<file path="src/rtl/fetch_unit_if.sv">
// fetch_unit_if: instruction-memory request/response bus between the fetch
// stage (master) and instruction memory (slave).
interface fetch_unit_if #(
    parameter int DATA_WIDTH = 32
);
    logic                  imem_req_valid_o;
    logic                  imem_req_ready_i;
    logic [DATA_WIDTH-1:0] imem_req_addr_o;
    logic                  imem_rsp_valid_i;
    logic [DATA_WIDTH-1:0] imem_rsp_data_i;

    modport master (
        output imem_req_valid_o,
        output imem_req_addr_o,
        input  imem_req_ready_i,
        input  imem_rsp_valid_i,
        input  imem_rsp_data_i
    );

    modport slave (
        input  imem_req_valid_o,
        input  imem_req_addr_o,
        output imem_req_ready_i,
        output imem_rsp_valid_i,
        output imem_rsp_data_i
    );
endinterface

</file>
<file path="src/rtl/fetch_unit.sv">
// fetch_unit: RISC-V instruction fetch stage. Holds the PC, issues word
// requests under a credit limit, queues returned words with their PCs in
// order, and flushes on redirects from execute (in-flight responses dropped).
// Optional feature: FETCH_MISALIGN_TRAP_EN -- misaligned redirect targets
// park the unit in a FAULT state instead of being silently word-aligned.
module fetch_unit #(
    parameter int                    DATA_WIDTH = 32,
    parameter logic [DATA_WIDTH-1:0] RESET_PC   = '0,
    parameter int                    FIFO_DEPTH = 2
) (
    input  logic                  clk,
    input  logic                  rst_n,
    fetch_unit_if.master          imem,
    input  logic                  redirect_valid_i,
    input  logic [DATA_WIDTH-1:0] redirect_pc_i,
    output logic                  inst_valid_o,
    input  logic                  inst_ready_i,
    output logic [DATA_WIDTH-1:0] instruction_o,
    output logic [DATA_WIDTH-1:0] pc_o,
    output logic                  fault_o
);
    localparam int PW = $clog2(FIFO_DEPTH);
    localparam int CW = PW + 1;
    localparam logic [DATA_WIDTH-1:0] NOP = DATA_WIDTH'(32'h0000_0013);

    typedef enum logic [1:0] {
        ST_BOOT,
        ST_RUN
`ifdef FETCH_MISALIGN_TRAP_EN
        , ST_FAULT
`endif
    } state_t;

    state_t                state_q, state_d;
    logic [DATA_WIDTH-1:0] pc_q, pc_d;
    logic [CW-1:0]         out_cnt_q, out_cnt_d;
    logic [CW-1:0]         drop_cnt_q, drop_cnt_d;
    logic [CW-1:0]         fifo_cnt_q, fifo_cnt_d;
    logic [PW-1:0]         rd_ptr_q, rd_ptr_d;
    logic [PW-1:0]         wr_ptr_q, wr_ptr_d;
    logic [PW-1:0]         tag_rd_q, tag_rd_d;
    logic [PW-1:0]         tag_wr_q, tag_wr_d;

    logic [DATA_WIDTH-1:0] fifo_data [FIFO_DEPTH];
    logic [DATA_WIDTH-1:0] fifo_pc   [FIFO_DEPTH];
    logic [DATA_WIDTH-1:0] tag_mem   [FIFO_DEPTH];

    logic                  fifo_empty;
    logic                  credit_ok;
    logic                  req_fire;
    logic                  rsp;
    logic                  pop;
    logic                  push;
    logic                  dropping;
    logic [DATA_WIDTH-1:0] target;

    // Credits cover both queued words and requests still in flight.
    assign credit_ok  = ({1'b0, fifo_cnt_q} + {1'b0, out_cnt_q}) < (CW+1)'(FIFO_DEPTH);
    assign fifo_empty = (fifo_cnt_q == '0);

    assign imem.imem_req_valid_o = (state_q == ST_RUN) && !redirect_valid_i && credit_ok;
    assign imem.imem_req_addr_o  = pc_q;

    assign inst_valid_o  = !fifo_empty && !redirect_valid_i;
    assign instruction_o = fifo_empty ? NOP : fifo_data[rd_ptr_q];
    assign pc_o          = fifo_empty ? '0  : fifo_pc[rd_ptr_q];

    assign req_fire = imem.imem_req_valid_o && imem.imem_req_ready_i;
    assign rsp      = imem.imem_rsp_valid_i;
    assign pop      = inst_valid_o && inst_ready_i;
    assign dropping = (drop_cnt_q != '0);
    assign push     = rsp && !redirect_valid_i && !dropping;

`ifdef FETCH_MISALIGN_TRAP_EN
    assign target  = redirect_pc_i;
    assign fault_o = (state_q == ST_FAULT);
`else
    // Low two target bits are ignored: fetch is always word aligned.
    assign target  = redirect_pc_i & ~DATA_WIDTH'(3);
    assign fault_o = 1'b0;
`endif

    // Next-state logic: normal fetch/queue bookkeeping, overridden by a redirect.
    always_comb begin
        // NOTE: every _d gets a default first, so no path through this block can infer a latch.
        state_d    = state_q;
        pc_d       = pc_q;
        out_cnt_d  = out_cnt_q + CW'(req_fire) - CW'(rsp);
        drop_cnt_d = drop_cnt_q;
        fifo_cnt_d = fifo_cnt_q + CW'(push) - CW'(pop);
        rd_ptr_d   = rd_ptr_q;
        wr_ptr_d   = wr_ptr_q;
        tag_rd_d   = tag_rd_q;
        tag_wr_d   = tag_wr_q;

        if (state_q == ST_BOOT) begin
            state_d = ST_RUN;
        end
        if (req_fire) begin
            pc_d     = pc_q + DATA_WIDTH'(4);
            tag_wr_d = tag_wr_q + 1'b1;
        end
        // Every response retires one PC tag, whether it is kept or dropped.
        if (rsp) begin
            tag_rd_d = tag_rd_q + 1'b1;
            if (dropping) begin
                drop_cnt_d = drop_cnt_q - 1'b1;
            end
        end
        if (pop) begin
            rd_ptr_d = rd_ptr_q + 1'b1;
        end
        if (push) begin
            wr_ptr_d = wr_ptr_q + 1'b1;
        end

        if (redirect_valid_i) begin
            pc_d       = target;
            fifo_cnt_d = '0;
            rd_ptr_d   = '0;
            wr_ptr_d   = '0;
            // Everything still in flight after this cycle belongs to the old path.
            drop_cnt_d = out_cnt_q - CW'(rsp);
`ifdef FETCH_MISALIGN_TRAP_EN
            if (state_q != ST_BOOT) begin
                state_d = (target[1:0] != 2'b00) ? ST_FAULT : ST_RUN;
            end
`endif
        end
    end

    // Control state and counters, cleared asynchronously.
    always_ff @(posedge clk or negedge rst_n) begin
        if (!rst_n) begin
            state_q    <= ST_BOOT;
            pc_q       <= RESET_PC;
            out_cnt_q  <= '0;
            drop_cnt_q <= '0;
            fifo_cnt_q <= '0;
            rd_ptr_q   <= '0;
            wr_ptr_q   <= '0;
            tag_rd_q   <= '0;
            tag_wr_q   <= '0;
        end else begin
            // NOTE: non-blocking assignments so every flop samples pre-edge values.
            state_q    <= state_d;
            pc_q       <= pc_d;
            out_cnt_q  <= out_cnt_d;
            drop_cnt_q <= drop_cnt_d;
            fifo_cnt_q <= fifo_cnt_d;
            rd_ptr_q   <= rd_ptr_d;
            wr_ptr_q   <= wr_ptr_d;
            tag_rd_q   <= tag_rd_d;
            tag_wr_q   <= tag_wr_d;
        end
    end

    // Instruction queue and PC tag storage writes.
    // NOTE: storage arrays are not reset; the counters gate every read, so stale contents never reach an output.
    always_ff @(posedge clk) begin
        if (push) begin
            fifo_data[wr_ptr_q] <= imem.imem_rsp_data_i;
            fifo_pc[wr_ptr_q]   <= tag_mem[tag_rd_q];
        end
        if (req_fire) begin
            tag_mem[tag_wr_q] <= pc_q;
        end
    end
endmodule

</file>
<file path="src/flat_wrapper.sv">
// flat-port wrapper written by rule: the top's interface ports become plain ports
module fetch_unit_flat 
#(
    parameter int                    DATA_WIDTH = 32,
    parameter logic [DATA_WIDTH-1:0] RESET_PC   = '0,
    parameter int                    FIFO_DEPTH = 2
)
  (clk, rst_n, redirect_valid_i, redirect_pc_i, inst_valid_o, inst_ready_i, instruction_o, pc_o, fault_o, imem_imem_req_valid_o, imem_imem_req_addr_o, imem_imem_req_ready_i, imem_imem_rsp_valid_i, imem_imem_rsp_data_i);
  fetch_unit_if #(.DATA_WIDTH(DATA_WIDTH)) imem_i ();
  input  logic clk;
  input  logic rst_n;
  input  logic redirect_valid_i;
  input  logic [DATA_WIDTH-1:0] redirect_pc_i;
  output logic inst_valid_o;
  input  logic inst_ready_i;
  output logic [DATA_WIDTH-1:0] instruction_o;
  output logic [DATA_WIDTH-1:0] pc_o;
  output logic fault_o;
  output wire logic [$bits(imem_i.imem_req_valid_o)-1:0] imem_imem_req_valid_o;
  output wire logic [$bits(imem_i.imem_req_addr_o)-1:0] imem_imem_req_addr_o;
  input wire logic [$bits(imem_i.imem_req_ready_i)-1:0] imem_imem_req_ready_i;
  input wire logic [$bits(imem_i.imem_rsp_valid_i)-1:0] imem_imem_rsp_valid_i;
  input wire logic [$bits(imem_i.imem_rsp_data_i)-1:0] imem_imem_rsp_data_i;
  assign imem_imem_req_valid_o = imem_i.imem_req_valid_o;
  assign imem_imem_req_addr_o = imem_i.imem_req_addr_o;
  assign imem_i.imem_req_ready_i = imem_imem_req_ready_i;
  assign imem_i.imem_rsp_valid_i = imem_imem_rsp_valid_i;
  assign imem_i.imem_rsp_data_i = imem_imem_rsp_data_i;
  fetch_unit #(.DATA_WIDTH(DATA_WIDTH), .RESET_PC(RESET_PC), .FIFO_DEPTH(FIFO_DEPTH)) u_core (.clk(clk), .rst_n(rst_n), .imem(imem_i), .redirect_valid_i(redirect_valid_i), .redirect_pc_i(redirect_pc_i), .inst_valid_o(inst_valid_o), .inst_ready_i(inst_ready_i), .instruction_o(instruction_o), .pc_o(pc_o), .fault_o(fault_o));
endmodule
</file>
<file path="config.mk">
export PLATFORM = sky130hd
export DESIGN_NAME = fetch_unit_flat
export DESIGN_NICKNAME = d
export VERILOG_FILES = /design/src/rtl/fetch_unit_if.sv /design/src/rtl/fetch_unit.sv /design/src/flat_wrapper.sv
export SDC_FILE = /design/constraint.sdc
export NUM_CORES = 1
export LEC_CHECK = 0
export ABC_AREA = 1
export CAP_MARGIN = 20
export CORE_ASPECT_RATIO = 1.2
export CORE_UTILIZATION = 25
export DETAILED_ROUTE_END_ITERATION = 16
export PLACE_DENSITY = 0.41
export SETUP_SLACK_MARGIN = 0.4
export SLEW_MARGIN = 20
export SYNTH_ARGS = -nofsm -noshare
export SYNTH_HDL_FRONTEND = slang
export SYNTH_SLANG_ARGS = --single-unit
</file>
<file path="constraint.sdc">
create_clock -name clk -period 9.4 [get_ports clk]
set_input_delay 1.88 -clock clk [delete_from_list [all_inputs] [get_ports clk]]
set_output_delay 1.88 -clock clk [all_outputs]
set_load 0.01 [all_outputs]
</file>
Word-level counts from Yosys, hierarchy flattened
Memories as Yosys holds them, arrays and structs flattened. Cells that the tools add are included.

$lt $le $gt $ge: 1. $add $sub $neg: 12. Reductions and logical operators: 19. Muxes and demuxes: 16.

Operators by type and width (count): 32-bit two-way mux (4); 32-bit by 3-bit adder with 32-bit output, second input constant (1); 2-bit nonzero test (6); 1-bit two-way mux (8); 2-bit two-way mux (4); 1-bit logical AND (7); 2-bit by 1-bit subtractor with 2-bit output (3); 1-bit adder, second input constant (4); 2-bit by 1-bit adder with 2-bit output (2); 2-bit zero test (2); 2-bit by 2-bit adder with 3-bit output (1); 1-bit zero test (3); 3-bit by 2-bit < comparator with 1-bit output, second input constant (1); 2-bit AND reduction (1); 2-bit by 1-bit subtractor with 2-bit output, second input constant (1).

Memories: 3. RAM bits: 192. Word-level logic and storage cells: 60. Register bits after elaboration: 43.

Memories: u_core.fifo_data (words 2, width 32, read ports 1, clocked after Yosys merged registers in 0, wr ports 1, line fetch_unit.sv:44) `logic [DATA_WIDTH-1:0] fifo_data [FIFO_DEPTH];`; u_core.fifo_pc (words 2, width 32, read ports 1, clocked after Yosys merged registers in 0, wr ports 1, line fetch_unit.sv:45) `logic [DATA_WIDTH-1:0] fifo_pc [FIFO_DEPTH];`; u_core.tag_mem (words 2, width 32, read ports 1, clocked after Yosys merged registers in 0, wr ports 1, line fetch_unit.sv:46) `logic [DATA_WIDTH-1:0] tag_mem [FIFO_DEPTH];`.

Depth between registers and ports, before layout
Depth after elaboration: 6. Gate-level depth with buffers: 10.

Worst setup path after synthesis
Ideal clock, no wire load.

Path kind: input -> register. From: input redirect_valid_i. To: memory u_core.fifo_data[0][0], enable pin. Slack: 4079 ps. Arrival time: 4839 ps. Setup time: 482 ps. Cell stages on the path: 4. Required time: 8918 ps. Buffers on the path: 1. Cell sequence: buf_2 -> nor2_1 -> inv_1 -> nor2_1.

Longest elaborated chain between the ends: 5.

RTL lines: from (decl) (line flat_wrapper.sv:12) `input logic redirect_valid_i;`; 1-bit zero test (line fetch_unit.sv:72) `assign push = rsp && !redirect_valid_i && !dropping;`; 1-bit logical AND (2 in series) (line fetch_unit.sv:72); 1-bit two-way mux (line fetch_unit.sv:161) `if (push) begin`; 1-bit two-way mux (not written as such) (line fetch_unit.sv:162) `fifo_data[wr_ptr_q] <= imem.imem_rsp_data_i;`; to (decl) (line fetch_unit.sv:44).

Every way passes these cells.

Final worst setup path
From: input redirect_valid_i. To: output imem_imem_req_valid_o.

Longest elaborated chain between the ends: 3.

RTL lines: 1-bit zero test (line fetch_unit.sv:61) `assign imem.imem_req_valid_o = (state_q == ST_RUN) && !redirect_valid_i && credit_ok;`; 1-bit logical AND (2 in series) (line fetch_unit.sv:61); to (decl) (line flat_wrapper.sv:19) `output wire logic [$bits(imem_i.imem_req_valid_o)-1:0] imem_imem_req_valid_o;`.

Every way passes these cells.

==> reports/results.ini <==
[die]
std_cell_rows=78
num_io_pins=169
start_util_pct=25.4
core_um2=37900
dieHeight_um=217
die-area_um2=39200
die_x_um=181

[sta]
fin_crit_sh_pct=57.0
skew_ns=0.0205
hold_violations=0
finalSetupTns_ns=0
drv_slew=0
period_needed_ns=5.36
finalSetupViolCount=0
rsz0062_at_grt=false
slew_headroom_pct=37.0
fmax_mhz=187
worst_slew_pin_slew_ns=0.944

[global_routing]
overflow=0
grtUsageMet2_pct=22.0
grtUsageTotal_pct=12.7
grt_busiest_layer=met2
antenna_found_initial=0
grt_pass1_wl_mm=38.4
gr-usage-met3_pct=2.02
grt_pass1_vias=6524
grt_start_max_net_pins=66
use_met1_pct=16.2

[layout]
drive_above_1_share_pct=10.9
nets=1083
fill_cells=3858
diodes=0
area_delta_synth_final_pct=30.4
post-route-cell-area_um2=12500
stdcell_count=1504

[setup_path]
r2r-start=u_core.fifo_cnt_q[0]
worstSetupEndpointType=output port
path_class=in -> out
path_max_fanout=40
startpoint_type=input port
critPathArrivalTime_ns=3.48
worstPathRequired_ns=7.52
timing.rr.end=u_core.imem.imem_req_addr_o[6]
rrSetupSlack_ns=7.05
r2r_cells=9

[pwr]
p_sw_w=0.000850
pwr-share-comb_pct=23.4
p_seq_share_pct=44.1
p_int_w=0.00207
p_per_area_nw_per_um2=233
clkPwrFrac_pct=32.5
p_sw_share_pct=29.1
irDropWorstVdd_v=0.000113
p_leak_nw=4.58

[place]
dpl_cell_area_um2=11700
io_buffers=161
dp_hpwl_mm=15.2
gp_congestion=0.766
dp_cells=1459

[clock_network]
postCtsSetupBuffers=0
insertion_delay_ns=0.54
cts_tree=yes
clock_sinks=225
clk_pin_slew_worst_paths_ns=0.06
cts_resized=0
h-tree-depth=1
ctsHoldBuffers=0
cts_root_buf=clkbuf_16
cts_buffer_depth=3
numCtsBuffers=25

[logic_synthesis]
synth.largest_area_cell=edfxtp_1
seq_area_frac_synth_pct=68.2
netlist_instances=840
synth.distinct_cells=35
avgSynthCellArea_um2=11.4
syn-cell-area_um2=9610
synthTopCellsByArea=edfxtp_1 57%, dfrtp_1 11%, nand2_1 10%
synth_top_area_share_pct=57.5
yosysMostFrequentCell=nand2_1
synth_seq_cells=225
synth_ff_type=edfxtp_1
ys_warn_count=0
async_reset_ff_share_pct=18.2
yosys-top-cells-count=260 x nand2_1, 184 x edfxtp_1, 61 x a21oi_1
synth_edf_count=184

[routing]
detail_route.wl_per_cell_um=16.3
drc=0
dr.pass1.iters=4
viasPerCell=4.29
vias=6455
drtIter0Drc=309
route.antenna.remaining_nets=0
finalWirelength_mm=24.6

[run]
maxCapViolCount=0

[hold_path]
min_from=u_core.tag_rd_q
hold_end=u_core.tag_rd_q
hold_path.class=reg -> reg
holdPathStages=1

[status]
status=completed

==> area by class of cell <==
class                           count  area (um2)  share of cell area [%]
Clock inverter                     15         129                    1.03
Sequential cell                   225        6550                    52.3
Multi-Input combinational cell    524        2690                    21.4
Clock buffer                       30         664                    5.30
Tap cell                          480         601                    4.79
Inverter                           59         221                    1.77
Timing Repair Buffer              171        1680                    13.4
==> layout by cell type (no fill, tap or decap), types with 8 or more instances in the layout <==
cell,instances
inv_1,54
clkbuf_16,25
edfxtp_1,184
nand3_1,54
clkdlybuf4s50_1,160
nand2_1,260
buf_4,10
dfrtp_1,40
nor2_1,33
nor2_4,9
o21ai_0,12
nor2_2,8
a21oi_1,61
mux2_2,30
==> registers in the layout, summed over array words and instances, names as in the netlist, 2 cells and up <==
signal,cells
u_core.out_cnt_q,2
u_core.fifo_cnt_q,2
u_core.fifo_pc,60
u_core.imem.imem_req_addr_o,30
u_core.fifo_data,64
u_core.tag_mem,60
u_core.drop_cnt_q,2
==> stage by stage <==
step                power, W  hold slack (ns)  util, %  setup WS, ns
detailed placement   0.00201            0.467     31.0          4.00
finish               0.00292            0.472     33.1          4.04
floorplan            0.00166            0.469        -          4.08
CTS                  0.00298            0.475     33.1          4.00
global route         0.00308            0.493     33.1          3.92
global placement     0.00200            0.454     31.0          4.01
==> critical path, cell delays in order <==
cell	delay, ns
clkdlybuf4s50_1	0.45
buf_4	0.37
inv_2	0.15
nand3_1	0.11
inv_1	0.04
clkdlybuf4s50_1	0.47
==> per-layer routing <==
metal	wire length [um]	part of all wire, %
met5	0	0
met4	470	1.9
met3	1030	4.2
met2	11900	49
met1	11100	45
==> worst max-delay path by stage <==
stage                          start                      to  slack, ns  cells past startpoint
finish              redirect_valid_i   imem_imem_req_valid_o       4.04                      6
global route        redirect_valid_i   imem_imem_req_valid_o       3.92                      6
CTS                 redirect_valid_i   imem_imem_req_valid_o       4.00                      6
detailed placement  redirect_valid_i   imem_imem_req_valid_o       4.00                      6
global placement    redirect_valid_i   imem_imem_req_valid_o       4.01                      6
floorplan           redirect_valid_i  u_core.fifo_data[0][0]       4.08                      4
==> logic make-up after synthesis <==
| family | share of synthesized area [%] |
|---|---|
| AOI/OAI and AO/OA | 5.01 |
| other | 0.0781 |
| adders and majority gates | 0.989 |
| DFF | 68.2 |
| and+or+nand+nor | 16.8 |
| xor gates and xnor gates | 1.09 |
| muxes | 3.51 |
| buffers and inverters | 4.31 |
==> power groups by stage <==
stage	Clock (W)	Combinational [W]	Sequential, W
floorplan	0	0.000369	0.00129
global placement	0	0.000698	0.00131
detailed placement	0	0.000702	0.00131
CTS	0.000984	0.000706	0.00129
global route	0.00102	0.000761	0.00130
finish	0.000948	0.000683	0.00129
Power figures use the tool's default switching activity.
